### src/rtl/spi_slave_regif.sv
// spi_slave_regif: SPI mode-0 slave that turns 48-bit frames into register
// writes and reads.
//   frame = {rw, addr[14:0], data[31:0]}, MSB first; rw=1 write, rw=0 read.
// Ports:
//   clk_100m, rst_syn           system clock, async active-high reset
//   spi_sclk/spi_cs_n/spi_mosi  raw SPI pins (async to clk_100m)
//   spi_miso, spi_miso_oe       serial out and its tristate enable
//   addr                        {1'b0, header address}, held until next header
//   data_mosi, data_mosi_rdy    write data and its one-cycle valid strobe
//   rd_req, rd_data             one-cycle read request; data sampled a cycle later
//   frame_err_cnt               saturating count of aborted frames
module spi_slave_regif #(
  parameter int ADDR_BITS    = 15,
  parameter int DATA_BITS    = 32,
  parameter int ERR_CNT_BITS = 8
) (
  input  logic                    clk_100m,
  input  logic                    rst_syn,
  input  logic                    spi_sclk,
  input  logic                    spi_cs_n,
  input  logic                    spi_mosi,
  output logic                    spi_miso,
  output logic                    spi_miso_oe,
  output logic [ADDR_BITS:0]      addr,
  output logic [DATA_BITS-1:0]    data_mosi,
  output logic                    data_mosi_rdy,
  output logic                    rd_req,
  input  logic [DATA_BITS-1:0]    rd_data,
  output logic [ERR_CNT_BITS-1:0] frame_err_cnt
);

  localparam int HDR_BITS = ADDR_BITS + 1;
  localparam int FRM_BITS = HDR_BITS + DATA_BITS;
  localparam int CNT_W    = 6;

  localparam logic [2:0] IDLE    = 3'd0;
  localparam logic [2:0] HEADER  = 3'd1;
  localparam logic [2:0] RD_LOAD = 3'd2;
  localparam logic [2:0] WR_DATA = 3'd3;
  localparam logic [2:0] RD_DATA = 3'd4;
  localparam logic [2:0] DONE    = 3'd5;

  // [0],[1] synchroniser, [2] history for edge detection
  logic [2:0] sclk_sr, cs_sr, mosi_sr;

  always_ff @(posedge clk_100m or posedge rst_syn) begin
    if (rst_syn) begin
      sclk_sr <= 3'b000;
      cs_sr   <= 3'b111;
      mosi_sr <= 3'b000;
    end else begin
      sclk_sr <= {sclk_sr[1:0], spi_sclk};
      cs_sr   <= {cs_sr[1:0], spi_cs_n};
      mosi_sr <= {mosi_sr[1:0], spi_mosi};
    end
  end

  logic sclk_rise, sclk_fall, cs_rise, cs_fall, mosi_s;
  assign sclk_rise = sclk_sr[1] & ~sclk_sr[2];
  assign sclk_fall = ~sclk_sr[1] & sclk_sr[2];
  assign cs_rise   = cs_sr[1] & ~cs_sr[2];
  assign cs_fall   = ~cs_sr[1] & cs_sr[2];
  // mosi history bit lines up with the sclk sample just before the rise was
  // seen, i.e. the data level at the moment of the rising edge.
  assign mosi_s    = mosi_sr[2];

  assign spi_miso_oe = ~cs_sr[1];

  logic [2:0]           state;
  logic [CNT_W-1:0]     bit_cnt;
  logic [DATA_BITS-1:0] shreg, tx;
  logic [DATA_BITS-1:0] shreg_nxt;
  assign shreg_nxt = {shreg[DATA_BITS-2:0], mosi_s};

  always_ff @(posedge clk_100m or posedge rst_syn) begin
    if (rst_syn) begin
      state         <= IDLE;
      bit_cnt       <= '0;
      shreg         <= '0;
      tx            <= '0;
      spi_miso      <= 1'b0;
      addr          <= '0;
      data_mosi     <= '0;
      data_mosi_rdy <= 1'b0;
      rd_req        <= 1'b0;
      frame_err_cnt <= '0;
    end else begin
      data_mosi_rdy <= 1'b0;
      rd_req        <= 1'b0;
      if (cs_rise && state != IDLE) begin
        // release before the frame finished counts as an abort; DONE is the
        // normal end
        state    <= IDLE;
        spi_miso <= 1'b0;
        if (state != DONE && frame_err_cnt != '1)
          frame_err_cnt <= frame_err_cnt + 1'b1;
      end else begin
        case (state)
          IDLE: begin
            spi_miso <= 1'b0;
            if (cs_fall) begin
              state   <= HEADER;
              bit_cnt <= '0;
              shreg   <= '0;
            end
          end
          HEADER: if (sclk_rise) begin
            shreg   <= shreg_nxt;
            bit_cnt <= bit_cnt + 1'b1;
            if (bit_cnt == CNT_W'(HDR_BITS - 1)) begin
              addr <= {1'b0, shreg[ADDR_BITS-2:0], mosi_s};
              // rw bit was shifted in first, now one below the top of the header
              if (shreg[ADDR_BITS-1]) state <= WR_DATA;
              else begin
                rd_req <= 1'b1;
                state  <= RD_LOAD;
              end
            end
          end
          RD_LOAD: begin
            if (sclk_rise) bit_cnt <= bit_cnt + 1'b1;
            // rd_req is high our first cycle here; rd_data is valid the next
            if (!rd_req) begin
              tx    <= rd_data;
              state <= RD_DATA;
            end
          end
          WR_DATA: if (sclk_rise) begin
            shreg   <= shreg_nxt;
            bit_cnt <= bit_cnt + 1'b1;
            if (bit_cnt == CNT_W'(FRM_BITS - 1)) begin
              data_mosi     <= shreg_nxt;
              data_mosi_rdy <= 1'b1;
              state         <= DONE;
            end
          end
          RD_DATA: begin
            if (sclk_fall) begin
              spi_miso <= tx[DATA_BITS-1];
              tx       <= {tx[DATA_BITS-2:0], 1'b0};
            end
            if (sclk_rise) begin
              bit_cnt <= bit_cnt + 1'b1;
              if (bit_cnt == CNT_W'(FRM_BITS - 1)) begin
                spi_miso <= 1'b0;
                state    <= DONE;
              end
            end
          end
          DONE:    spi_miso <= 1'b0;
          default: state <= IDLE;
        endcase
      end
    end
  end

endmodule

### config.mk
export PLATFORM = sky130hd
export DESIGN_NAME = spi_slave_regif
export DESIGN_NICKNAME = d
export VERILOG_FILES = /design/src/rtl/spi_slave_regif.sv
export SDC_FILE = /design/constraint.sdc
export NUM_CORES = 1
export LEC_CHECK = 0
export ABC_AREA = 1
export CORE_ASPECT_RATIO = 1.4
export CORE_MARGIN = 2
export CORE_UTILIZATION = 40
export DETAILED_ROUTE_END_ITERATION = 10
export HOLD_SLACK_MARGIN = 0.02
export PLACE_DENSITY = 0.72
export RECOVER_POWER = 50
export SYNTH_ARGS = -nofsm -noshare
export SYNTH_HDL_FRONTEND = slang
export SYNTH_SLANG_ARGS = --single-unit
### constraint.sdc
create_clock -name clk_100m -period 10 [get_ports clk_100m]
set_input_delay 2 -clock clk_100m [delete_from_list [all_inputs] [get_ports clk_100m]]
set_output_delay 2 -clock clk_100m [all_outputs]
set_load 0.01 [all_outputs]
; After elaboration in Yosys (flattened, before gate mapping)
; Index checks and enable logic that the tools add are counted.
[totals]
input_bits = 37
mem_count = 0
out_inout_bits = 60
mem_bits_ro = 0
ram_bits = 0
latch_bits = 0
ff_bits = 139
[op_classes]
n_shift = 0
reduce_logical = 19
mul = 0
div_mod_pow = 0
eq_ne = 21
n_lt_le_gt_ge = 0
n_addsub = 2
bitwise_logic = 9
n_mux = 32
[op_table]
columns = cell, count
row1 = 2-to-1 mux 32 bit, 2
row2 = one-hot mux 32 bit (2 select lines), 1
row3 = 2-to-1 mux 31 bit, 2
row4 = one-hot mux 31 bit (2 select lines), 1
row5 = 2-to-1 mux 3 bit, 7
row6 = AND reduction 4 bit, 5
row7 = inequality test 3 bit (second input constant), 5
row8 = one-hot mux 3 bit (5 select lines), 1
row9 = 2-to-1 mux 1 bit, 14
row10 = 2-to-1 mux 6 bit, 2
row11 = one-hot mux 6 bit (2 select lines), 1
row12 = adder 8 x 1 -> 8 bit (second input constant), 1
row13 = inequality test 2 bit (second input constant), 4
row14 = inequality test 8 bit (second input constant), 1
row15 = AND reduction 7 bit, 1
row16 = adder 6 x 1 -> 6 bit (second input constant), 1
row17 = equality test 3 x 2 -> 1 bit (second input constant), 2
row18 = equality test 3 bit (second input constant), 2
row19 = equality test 6 x 4 -> 1 bit (second input constant), 1
row20 = equality test 6 bit (second input constant), 1
row21 = inequality test 3 x 1 -> 1 bit (second input constant), 2
row22 = nonzero test 2 bit, 3
row23 = nonzero test 3 bit, 2
row24 = OR reduction 2 bit, 3
row25 = other kinds (9), 18

; Logic depth before layout (Yosys ltp)
; Gate-level depths: netlist of run 1.
[depth]
ltp_word = 7
depth_mapped = 10

; Least setup slack after synthesis of run 1
; Ideal clock, no wire load.
[synth_path]
path_type = register to output
startpoint = register cs_sr[1]
endpoint = output port spi_miso_oe
required_ns = 8.000
path_slack_ns = 7.425
arrival_ns = 0.575
stages_incl_launch_ff = 2
n_path_buf = 0
cell_sequence = dfstp_2 > inv_1
[synth_between]
elab_chain_len = 1
[synth_rtl]
columns = item, line
row1 = start: declaration, 44  ; logic [2:0] sclk_sr, cs_sr, mosi_sr;
row2 = start signal: assignment, 53  ; cs_sr <= {cs_sr[1:0], spi_cs_n};
row3 = NOT 1 bit, 67  ; assign spi_miso_oe = ~cs_sr[1];
row4 = end: declaration, 23  ; output logic spi_miso_oe,
; Every way passes these cells.

==> metrics.md, run 1 <==
| Metric | Value |
|---|---|
| Run status | `finished with violations` |
| Failing checks | `capacitance limit, slew limit` |
| Type of element launching the critical path | `input pin` |
| Total grt overflow | `0` |
| RSZ-0062 raised after global routing | `no` |
| Endpoint required time on the critical path | `10.44 ns` |
| Hold crit path type | `reg -> reg` |
| Launch point of the critical path | `rst_syn` |
| Largest net degree at the start of global routing | `77` |
| Number of nets in the layout | `790` |
| Share of synthesized flip-flops with an asynchronous set or reset | `100%` |
| Switch Pwr | `0.000399 W` |
| Layout cell share with drive strength beyond 1 | `under 10%` |
| Area Overhead vs Synth | `25.0%` |
| Effective utilization at floorplan | `40.5%` |
| Initial antenna violation count | `0` |
| Total routed wirelength | `12.3 mm` |
| PD cells | `195 mW/mm^2` |
| Clock root cell | `clkbuf_16` |
| Clk_skew | `around 0.010 ns` |
| Clock net sink count | `approximately 140` |
| Share of total power consumed by net switching | `27.0%` |
| Final Slew Violations | `244` |
| Met3 track demand over resource | `3.54%` |
| Routed wirelength normalized by instance count | `~13 um` |
| Origin of the critical flop-to-flop path | `state[0]$_DFFE_PP0P_` |
| Post-synth top flop | `dfrtp_1` |
| Internal power contribution | `approximately 0.0011 W` |
| Clock Tree Buf Depth | `2` |
| Max FO, Critical Path | `76` |
| Half-perimeter wire length after detailed placement | `7.94 mm` |
| Via total after detailed routing | `4588` |
| Worst R2R End | `shreg[7]$_DFFE_PP0P_` |
| Total of flip-flops plus latches after synthesis | `139` |
| Total global-route track usage | `16.2%` |
| Clk pwr share | `45.2%` |
| Global-route wire length before repair | `20.8 mm` |
| Met2 Use GR | `between 20% and 30%` |
| Transition time at the pin with the least slew margin | `3.22 ns` |
| Met1 usage in global routing | `between 20% and 30%` |
| Place WS | `6.13 ns` |
| Clock tree from TritonCTS | `yes` |
| Vias in the first global route | `4438` |
| Count of buffers inserted at the top-level ports | `between 90 and 100` |
| Share of the yosys chip area belonging to registers | `57.7%` |
| Arrival time at the worst endpoint | `about 5.3 ns` |
| Max-cap violations | `4` |
| Highest clock frequency the design can meet | `205 MHz` |
| GPL Wtd Cong | `0.813` |
| Worst Reg2Reg Path Length in Cells | `6` |
| Commonest non-fill, non-tap cell in the layout | `nand2_1` |
| Portion of total power attributed to sequential cells | `41.7%` |
| Via count normalized by instance count | `about 4.8` |
| Number of gates given a new drive strength after cts | `0` |
| Antenna viol nets, final | `0` |
| Capturing element of the worst setup path | `spi_miso$_DFFE_PP0P_` |
| Number of buffers created by CTS | `17` |
| Number of distinct standard cells referenced by the synthesized netlist | `30` |
| Remaining design rule violation count | `0` |
| Worst hold path depth | `0` |
| Net count after synthesis | `706` |
| Leakage power total | `3.47 nW` |
| Largest vdd supply drop | `0.000127 V` |
| Placeable core region | `0.0149 mm^2` |
| Total Die Area | `0.0161 mm^2` |
| N_diodes | `0` |
| Register-to-register setup slack | `approximately 6.3 ns` |
| Commonest cells after routing, fill and taps aside | `167 x nand2_1, 140 x o21ai_0, 136 x dfrtp_1, 91 x clkdlybuf4s50_1, 79 x inv_1` |
| Total standard cell area after synthesis | `0.00604 mm^2` |
| Htree depth | `4` |
| Final Hold Violating Endpoints | `0` |
| Min Hold Slack | `about 0.35 ns` |
| Number of buffers inserted by post-CTS setup repair | `0` |
| Minimum clock period after layout | `4.88 ns` |
| Number of primary I/O pins | `97` |
| Total number of yosys warnings | `0` |
| Total Negative Setup Slacks | `0 ns` |
| Hold buffer count at cts | `0` |
| Ratio of final minimum period to clock period | `around half` |
| Highest-utilization routing layer at the global route stage | `met2` |
| Cell count after synthesis | `approximately 670` |
| Clock slew at the register clock pins of the worst setup and hold paths | `0.06 ns` |
| # setup viols final | `0` |
| Starting DRC count in detailed routing | `258` |
| Synthesized area divided by synthesized cell count | `just over 9 um^2` |
| Insertion delay of the later-clocked pin in the worst-skew pair | `0.41 ns` |
| Path type of the worst setup path | `in -> async` |
| Relative max-transition margin | `-116%` |
| Drt first pass iters | `4` |
| Final core occ | `just over 50%` |
| Final Worst Setup Slack | `5.12 ns` |
| Part of the total power dissipated in combinational logic | `13.1%` |
| Y dimension of the die | `149 um` |
| Die width | `108 um` |
| Row cnt | `53` |
| Number of enable flip-flop cells after synthesis | `0` |
| CP Capture Type | `asynchronous set/reset pin` |
cell families after synthesis:
logic type,share of synthesized area (%)
buf+inv,8.41
other cells,0.0621
compound gates,14.8
xor+xnor,0.725
simple gates,17.9
flops,57.7
fa+ha+maj,0.414
how the worst min path moves through the flow:
stage	startpoint	endpoint	slack (ns)
6_report	sclk_sr[0]$_DFF_PP0_	sclk_sr[1]$_DFF_PP0_	0.35
5_1_grt	mosi_sr[0]$_DFF_PP0_	mosi_sr[1]$_DFF_PP0_	0.36
4_1_cts	sclk_sr[0]$_DFF_PP0_	sclk_sr[1]$_DFF_PP0_	0.35
3_5_place_dp	sclk_sr[0]$_DFF_PP0_	sclk_sr[1]$_DFF_PP0_	0.34
3_3_place_gp	mosi_sr[0]$_DFF_PP0_	mosi_sr[1]$_DFF_PP0_	0.33
2_1_floorplan	mosi_sr[0]$_DFF_PP0_	mosi_sr[1]$_DFF_PP0_	0.33
flip-flops by register name, summed over array words and instances (netlist names):
name / cells
spi_miso: 1
frame_err_cnt: 8
cs_sr: 3
data_mosi_rdy: 1
rd_req: 1
mosi_sr: 3
shreg: 31
bit_cnt: 6
data_mosi: 32
tx: 32
state: 3
addr: 15
sclk_sr: 3
critical path, stage by stage:
cell           delay [ns]
dlygate4sd3_1        0.55
clkinvlp_2           1.82
buf_4                0.89
per-stage QoR:
step	instances	instance area [um^2]	total power [W]
3_3_place_gp	924	7050	0.000824
5_1_grt	956	7540	0.00154
3_5_place_dp	924	7050	0.000829
4_1_cts	956	7690	0.00150
6_report	956	7540	0.00147
2_1_floorplan	667	6040	0.000771
final cells by class:
class / instances / area (um^2)
Clock buffer: 19 / 443
Clock inverter: 13 / 189
Fill cell: 1400 / 7380
Inverter: 83 / 313
Multi-Input combinational cell: 413 / 1910
Sequential cell: 139 / 3480
Tap cell: 192 / 240
Timing Repair Buffer: 97 / 966
cell usage after synthesis, types with 5 or more instances:
library cell  instances  share of area (%)
buf_2                12               0.99
dfrtp_1             136                 56
nor2_1               18                1.1
nand4_1               5               0.52
o21ai_2              28                4.1
nand2_1             164                 10
nand3_1              45                3.7
o21ai_1              13                1.1
buf_6                 6                1.1
o21ai_0             107                8.9
clkbuf_1              9               0.56
nand2_2               5               0.52
inv_1                80                5.0
power groups by stage:
stage	clock, W	combinational, W	sequential [W]
final	0.000666	0.000193	0.000615
after detailed placement	0	0.000203	0.000626
after global routing	0.000701	0.000221	0.000620
after CTS	0.000677	0.000205	0.000616
after global placement	0	0.000199	0.000625
after floorplan	0	0.000149	0.000622
per-layer routing:
layer	share of wire, %	wire [um]
met2	51	6290
met5	0	0
met4	1.7	206
met1	44	5370
met3	3.3	404
Power figures use the tool's default switching activity.
==> run 2: changes to the inputs <==
==> constraint.sdc (replaced) <==
create_clock -name clk_100m -period 4.5 [get_ports clk_100m]
set_input_delay 0.9 -clock clk_100m [delete_from_list [all_inputs] [get_ports clk_100m]]
set_output_delay 0.9 -clock clk_100m [all_outputs]
set_load 0.01 [all_outputs]
==> metrics.md, run 2 (synthesized netlist as in run 1, its figures left out) <==
| Metric | Value |
|---|---|
| Run status | `finished with violations` |
| Failing checks | `capacitance limit, slew limit` |
| Leakage power total | `3.49 nW (+0.61%)` |
| Vias in the first global route | `4416 (-0.50%)` |
| Row cnt | `53 (unchanged)` |
| Worst R2R End | `bit_cnt[5]$_DFFE_PP0P_` |
| Remaining design rule violation count | `0 (unchanged)` |
| Via count normalized by instance count | `4.74 (-1.1%)` |
| Number of gates given a new drive strength after cts | `0 (unchanged)` |
| Number of nets in the layout | `792 (+0.25%)` |
| Total routed wirelength | `12.5 mm (+2.0%)` |
| Register-to-register setup slack | `1.28 ns (-5.01 ns)` |
| Max FO, Critical Path | `67 (-12%)` |
| Total grt overflow | `0 (unchanged)` |
| Total global-route track usage | `16.6% (+0.36 points)` |
| Global-route wire length before repair | `21.2 mm (+1.9%)` |
| Largest registers | `data_mosi x32, tx x32, shreg x31` |
| Hold buffer count at cts | `0 (unchanged)` |
| Y dimension of the die | `149 um (unchanged)` |
| Number of buffers created by CTS | `17 (unchanged)` |
| Final Slew Violations | `68 (-72%)` |
| Clock tree from TritonCTS | `yes` |
| Total placed instance area | `0.00708 mm^2 (+0.37%)` |
| Placeable core region | `0.0149 mm^2 (unchanged)` |
| Clock root cell | `clkbuf_16` |
| Largest vdd supply drop | `0.000237 V (+87%)` |
| Half-perimeter wire length after detailed placement | `8.20 mm (+3.3%)` |
| Clock slew at the register clock pins of the worst setup and hold paths | `0.06 ns (about the same)` |
| CP Capture Type | `flip-flop` |
| Worst Hold End | `mosi_sr[1]$_DFF_PP0_` |
| PD cells | `430 mW/mm^2 (+120%)` |
| Commonest non-fill, non-tap cell in the layout | `nand2_1` |
| Die width | `108 um (unchanged)` |
| Origin of the critical flop-to-flop path | `state[0]$_DFFE_PP0P_` |
| Total Negative Setup Slacks | `0 ns (unchanged)` |
| Number of fill cells in the layout | `1383 (-1.2%)` |
| GPL Wtd Cong | `0.800 (-1.6%)` |
| Hold crit path type | `reg -> reg` |
| Type of element launching the critical path | `flip-flop` |
| Arrival time at the worst endpoint | `3.54 ns (-1.78 ns)` |
| Transition time at the pin with the least slew margin | `1.81 ns (-1.41 ns)` |
| Effective utilization at floorplan | `40.5% (unchanged)` |
| Highest cell delay on the worst timing path | `1.12 ns (-0.70 ns)` |
| N_diodes | `0 (unchanged)` |
| Endpoint required time on the critical path | `4.83 ns (-5.61 ns)` |
| Routed wirelength normalized by instance count | `13.1 um (+1.8%)` |
| Cell repeated most along the worst path | `nand2_1` |
| Post-route design area | `0.00764 mm^2 (+1.3%)` |
| CP Cell Sequence | `nor2_1 > nand2_1 > nand4_1 > nand2_1 > nand2_2 > nand2_1 > o21ai_1` |
| Commonest cells after routing, fill and taps aside | `165 x nand2_1, 136 x dfrtp_1, 116 x o21ai_0, 90 x clkdlybuf4s50_1, 79 x inv_1` |
| # setup viols final | `0 (unchanged)` |
| Beginning of the worst hold path | `mosi_sr[0]$_DFF_PP0_` |
| Worst hold path depth | `0 (unchanged)` |
| Htree depth | `4 (unchanged)` |
| Path type of the worst setup path | `reg -> reg` |
| Antenna viol nets, final | `0 (unchanged)` |
| Starting DRC count in detailed routing | `230 (-11%)` |
| Minimum clock period after layout | `about 3.2 ns` |
| RSZ-0062 raised after global routing | `no` |
| Largest net degree at the start of global routing | `68 (-12%)` |
| Ratio of final minimum period to clock period | `between 70 and 80%` |
| Number of primary I/O pins | `97 (unchanged)` |
| Clock net sink count | `139 (unchanged)` |
| Clock Tree Buf Depth | `2 (unchanged)` |
| Number of buffers inserted by post-CTS setup repair | `0 (unchanged)` |
| Layout cell share with drive strength beyond 1 | `9.14% (+2.9 points)` |
| Relative max-transition margin | `-20.9% (+95 points)` |
| Insertion delay of the later-clocked pin in the worst-skew pair | `0.41 ns (about the same)` |
| Crit-path slowest cell | `nand2_1` |
| Tot Pwr | `0.00328 W (+120%)` |
| Via total after detailed routing | `4545 (-0.94%)` |
| Count of buffers inserted at the top-level ports | `95 (unchanged)` |
| Worst Reg2Reg Path Length in Cells | `7 (+1)` |
| Clk_skew | `0.0139 ns (+0.00388 ns)` |
| Max-cap violations | `1 (-3)` |
| Final Hold Violating Endpoints | `0 (unchanged)` |
| Min Hold Slack | `0.351 ns (+0.000919 ns)` |
| Highest clock frequency the design can meet | `between 300 and 400 MHz` |
| Initial antenna violation count | `0 (unchanged)` |
| Drt first pass iters | `4 (unchanged)` |
| Total Die Area | `0.0161 mm^2 (unchanged)` |
| Area Overhead vs Synth | `26.5%` |
-- run 2: final cells by class --
cell class / count / area, um^2 / area share (%)
clock buffer: 20 / 447 / 5.85
sequential: 139 / 3480 / 45.6
multi-input combinational: 413 / 2000 / 26.1
clock inverter: 12 / 188 / 2.46
tap: 192 / 240 / 3.14
inverter: 83 / 313 / 4.09
timing repair buffer: 99 / 975 / 12.8
-- run 2: worst max-delay path by stage --
stage                          from                      to  slack, ns  cells past startpoint
3_3_place_gp   state[0]$_DFFE_PP0P_   shreg[10]$_DFFE_PP0P_       2.03                      6
5_1_grt        state[0]$_DFFE_PP0P_  bit_cnt[0]$_DFFE_PP0P_       0.89                      7
3_5_place_dp   state[0]$_DFFE_PP0P_     addr[4]$_DFFE_PP0P_       1.97                      6
2_1_floorplan               rst_syn     addr[0]$_DFFE_PP0P_       1.87                      1
4_1_cts        state[0]$_DFFE_PP0P_    shreg[0]$_DFFE_PP0P_       1.91                      5
6_report       state[0]$_DFFE_PP0P_  bit_cnt[5]$_DFFE_PP0P_       1.28                      7
-- run 2: layer usage --
| layer | share of wire [%] | global-route usage [%] | vias up | wire length (um) |
|---|---|---|---|---|
| li1 | - | - | 2302 | - |
| met1 | 44 | 20.8 | 2147 | 5560 |
| met2 | 51 | 27.9 | 80 | 6370 |
| met3 | 3.3 | 4.02 | 16 | 409 |
| met4 | 1.5 | 5.96 | 0 | 190 |
| met5 | 0 | 0 | - | 0 |
-- run 2: critical path: cells and delay by family (launching register included) --
kind	cells	cell delay, ns
compound gates	1	0.07
flops	1	0.43
simple gates	6	2.63
-- run 2: power breakdown --
group | switching, W | internal [W] | leakage [nW]
logic | 0.000303 | 0.000134 | 1.45
registers | 0.0000538 | 0.00131 | 1.74
clock network | 0.000532 | 0.000950 | 0.301
total | 0.000889 | 0.00240 | 3.49
-- run 2: through the flow --
step	cells	setup WS (ns)	util [%]
6_report	958	1.28	51.2
5_1_grt	958	0.888	51.2
4_1_cts	958	1.91	51.7
3_5_place_dp	926	1.97	47.5
3_3_place_gp	926	2.03	47.5
2_1_floorplan	667	1.87	-
==> edit 1 (config.mk and constraints of run 2) <==
The parameter `ADDR_BITS` goes from 15 to 17.
--- a/src/rtl/spi_slave_regif.sv
+++ b/src/rtl/spi_slave_regif.sv
@@ -10,7 +10,7 @@
 //   rd_req, rd_data             one-cycle read request; data sampled a cycle later
 //   frame_err_cnt               saturating count of aborted frames
 module spi_slave_regif #(
-  parameter int ADDR_BITS    = 15,
+  parameter int ADDR_BITS    = 17,
   parameter int DATA_BITS    = 32,
   parameter int ERR_CNT_BITS = 8
 ) (
Interface: changed (resized addr); port bits go from 97 to 99. No check against the original RTL was run, so the function may have changed too.
==> edit 1 against run 2 <==
The run still ends with max-capacitance violations, max-slew violations left. Die area rose by 0.54%. Combinational power barely moved. Area after synthesis grew 0.56%. Worst setup slack worse by 55 ps. Routed wire length decreased by 5.3%. Sequential cell count is 2 higher. Design area increased by 0.90%. Count of clock-buffer cells in the layout fell by 3. Total power shrank 3.2%. Fmax shrank 1.7%. Global-route usage fell by 0.57 points. Critical endpoint is now tx[24]$_DFFE_PP0P_. Largest cell class unchanged. Highest routed layer unchanged.
==> edit 1: results (changes against run 2) <==
| Metric | Value |
|---|---|
| Vias in the first global route | `4418 (was 4416)` |
| Slew @ Worst Pin | `2190 ps (was 1810 ps)` |
| Largest net degree at the start of global routing | `70 (was 68)` |
| Failing checks | `max-capacitance violations, max-slew violations (unchanged)` |
| Syn_nets | `739 (was 706)` |
| Detailed-route via count | `4648 (was 4545)` |
| Top cells by area, synth | `dfrtp_1 57%, nand2_1 14%, o21ai_0 5.9%, o21ai_1 4.8%, inv_1 4.3% (was dfrtp_1 56%, nand2_1 10%, o21ai_0 8.9%, inv_1 5.0%, o21ai_2 4.1%)` |
| Pleak | `3.64 nW (was 3.49 nW)` |
| Detailed-routing wirelength on met1 | `5310 µm (was 5560 µm)` |
| Status | `complete, but fails checks (unchanged)` |
| Layout cell share with drive strength beyond 1 | `6.63% (was 9.14%)` |
| Initial antenna violation count | `1 (was 0)` |
| Dpl ws | `1600 ps (was 1970 ps)` |
| Combinational Power Share | `13.7% (was 13.3%)` |
| Compound-Gate Fraction of Synth Area | `11.9% (was 14.8%)` |
| First-pass GRT wire length | `20500 µm (was 21200 µm)` |
| Max-Cap Viols | `2 (was 1)` |
| Met3 WL post-DR | `544 µm (was 409 µm)` |
| Synth top cells by count | `229 x nand2_1, 138 x dfrtp_1, 72 x o21ai_0 (was 164 x nand2_1, 136 x dfrtp_1, 107 x o21ai_0)` |
| Fin. max-slew vios | `99 (was 68)` |
| Adder-cell share of the synthesized area | `0.618% (was 0.415%)` |
| Met2 WL | `5830 µm (was 6370 µm)` |
| Worst vdd ir | `0.231 mV (was 0.237 mV)` |
| Grt met3 use | `5.10% (was 4.02%)` |
| Buffers on Ports | `97 (was 95)` |
| GR Util All Layers | `16.0% (was 16.6%)` |
| GRT met1 Usage | `20.7% (was 20.8%)` |
| Distinct cell type count after synthesis | `32 (was 30)` |
| Placed cell areas | `7150 µm² (was 7080 µm²)` |
| Detailed Place HPWL | `8020 µm (was 8200 µm)` |
| WL final | `11900 µm (was 12500 µm)` |
| Layout area overhead | `27.0% (was 26.5%)` |
| Register bit total from synthesis | `141 (was 139)` |
| Fraction of synthesized cell area in xor and xnor cells | `0.866% (was 0.725%)` |
| Arrival time worst endpoint | `3470 ps (was 3540 ps)` |
| M2 GR Usage | `25.6% (was 27.9%)` |
==> edit 1: cell count changes in the layout (fill, tap and decap cells not counted), moves of 4 or more <==
cell / before / now
inv_1: 79 / 71
nand2_1: 165 / 233
nand2_2: 5 / 0
nand3_1: 45 / 29
nor2_1: 20 / 24
o21ai_0: 116 / 99
o21ai_1: 13 / 31
o21ai_2: 19 / 0
==> edit 1: worst max-delay path: stages (launching register included) <==
cell and delay (ps):
dfrtp_1 470, nor2_4 170, nand2_1 130, nand2_1 220, nand2_1 130, a21oi_4 110
clkbuf_1 1570, o21ai_0 240
==> edit 1: final timing paths <==
path | from | to | slack (ps) | cells after the start
worst min register to register | sclk_sr[0]$_DFF_PP0_ | sclk_sr[1]$_DFF_PP0_ | 350 | 0
max in group asynchronous | rst_syn | bit_cnt[0]$_DFFE_PP0P_ | 1610 | 3
worst max register to register | state[1]$_DFFE_PP0P_ | tx[24]$_DFFE_PP0P_ | 1230 | 7
min in group asynchronous | rst_syn | tx[19]$_DFFE_PP0P_ | 1320 | 2
worst min-delay path | sclk_sr[0]$_DFF_PP0_ | sclk_sr[1]$_DFF_PP0_ | 350 | 0
worst max-delay path | state[1]$_DFFE_PP0P_ | tx[24]$_DFFE_PP0P_ | 1230 | 7
==> edit 1: layout make-up <==
class	instances	share of cell area [%]
multi-input combinational	450	26.6
timing repair buffer	101	13.1
inverter	77	3.80
clock buffer	17	5.52
sequential	141	45.8
clock inverter	14	2.05
tap	192	3.12
antenna	1	0.0325
==> edit 1: per-stage QoR <==
stage	total power, W	instances	hold slack, ps
floorplan	0.00171	699	331
global placement	0.00183	961	332
detailed placement	0.00184	961	336
CTS	0.00323	992	349
global route	0.00335	993	363
finish	0.00318	993	346
==> edit 2 (config.mk and constraints of run 2) <==
Made on the original files. Reset style: synchronous (`rst_syn`), changed in 2 clocked blocks. Comments in the files are not updated.
--- a/src/rtl/spi_slave_regif.sv
+++ b/src/rtl/spi_slave_regif.sv
@@ -43,7 +43,7 @@
   // [0],[1] synchroniser, [2] history for edge detection
   logic [2:0] sclk_sr, cs_sr, mosi_sr;
 
-  always_ff @(posedge clk_100m or posedge rst_syn) begin
+  always_ff @(posedge clk_100m) begin
     if (rst_syn) begin
       sclk_sr <= 3'b000;
       cs_sr   <= 3'b111;
@@ -72,7 +72,7 @@
   logic [DATA_BITS-1:0] shreg_nxt;
   assign shreg_nxt = {shreg[DATA_BITS-2:0], mosi_s};
 
-  always_ff @(posedge clk_100m or posedge rst_syn) begin
+  always_ff @(posedge clk_100m) begin
     if (rst_syn) begin
       state         <= IDLE;
       bit_cnt       <= '0;
Formal check against the unedited RTL: differs if rst_syn is asserted again (counterexample within 4 cycles, from zero or initial values and one cycle with rst_syn high); with rst_syn held inactive, the same outputs for 4 cycles.
==> edit 2 against run 2 <==
The run still ends with max-capacitance violations, max-slew violations left. Synthesized cell count rose by 21%. Design area fell by 4.2%. Clock skew fell by 4.9 ps. Worst setup slack improved by 470 ps. Routed wire length rose by 7.4%. Sequential cell count did not move. Area after synthesis fell by 4.3%.
Power is not compared: it rests on default switching activity, and its combinational part moved more than twofold at a synthesized area within 25%.
==> edit 2: results (changes against run 2) <==
| Metric | Value |
|---|---|
| Failing checks | `max-capacitance violations, max-slew violations (unchanged)` |
| Met2 WL | `6610 µm (was 6370 µm)` |
| ClkCell Share | `8.36% (was 8.30%)` |
| Status | `complete, but fails checks (unchanged)` |
| Sequential share of the synthesized area | `48.2% (was 57.7%)` |
| Core area | `14300 µm² (was 14900 µm²)` |
| Final-stage net count | `921 (was 792)` |
| Synth Instances | `809 (was 667)` |
| Detailed-routing wirelength on met1 | `6140 µm (was 5560 µm)` |
| Dpl cells | `1052 (was 926)` |
| Distinct cell type count after synthesis | `35 (was 30)` |
| Slew @ Worst Pin | `1960 ps (was 1810 ps)` |
| Placer congestion estimate | `0.876 (was 0.800)` |
| Vias in the first global route | `4804 (was 4416)` |
| Inverter count | `45 (was 83)` |
| Detailed-route via count | `5234 (was 4545)` |
| DRT iter0 DRCs | `240 (was 230)` |
| WL final | `13500 µm (was 12500 µm)` |
| Synth top cells by count | `186 x nor2_1, 179 x nand2_1, 139 x dfxtp_1 (was 164 x nand2_1, 136 x dfrtp_1, 107 x o21ai_0)` |
| Max-Cap Viols | `1 (unchanged)` |
| Max stage delay on crit path | `850 ps (was 1120 ps)` |
| Fill cells | `1436 (was 1383)` |
| Dpl ws | `2070 ps (was 1970 ps)` |
| Worst-case clock skew | `8.96 ps (was 13.9 ps)` |
| Grt met3 use | `3.48% (was 4.02%)` |
| Fraction of area in multi-input gates | `34.8% (was 26.1%)` |
| Post-route cell area | `7320 µm² (was 7640 µm²)` |
| First-pass GRT wire length | `22500 µm (was 21200 µm)` |
| Average vias per placed instance | `4.83 (was 4.74)` |
| Fin. max-slew vios | `46 (was 68)` |
| GRT met1 Usage | `22.1% (was 20.8%)` |
-- edit 2: path summary, 6_finish.rpt --
| path | start | to | cells past startpoint | slack [ps] |
|---|---|---|---|---|
| hold / removal | sclk_sr[0]$_SDFF_PP0_ | sclk_sr[1]$_SDFF_PP0_ | 2 | 400 |
| hold reg to reg | sclk_sr[0]$_SDFF_PP0_ | sclk_sr[1]$_SDFF_PP0_ | 2 | 400 |
| setup / recovery | bit_cnt[0]$_SDFFE_PP0P_ | data_mosi[23]$_SDFFE_PP0P_ | 8 | 1750 |
| setup reg to reg | bit_cnt[0]$_SDFFE_PP0P_ | data_mosi[23]$_SDFFE_PP0P_ | 8 | 1750 |
-- edit 2: cell families after synthesis --
kind of cell    count (synthesis)  synth area share [%]
other cells                     1                0.0649
fa+ha+maj                       2                 0.433
buf+inv                        90                  7.32
xor+xnor                        5                 0.758
simple gates                  435                  31.2
flops                         139                  48.2
compound gates                137                  12.0
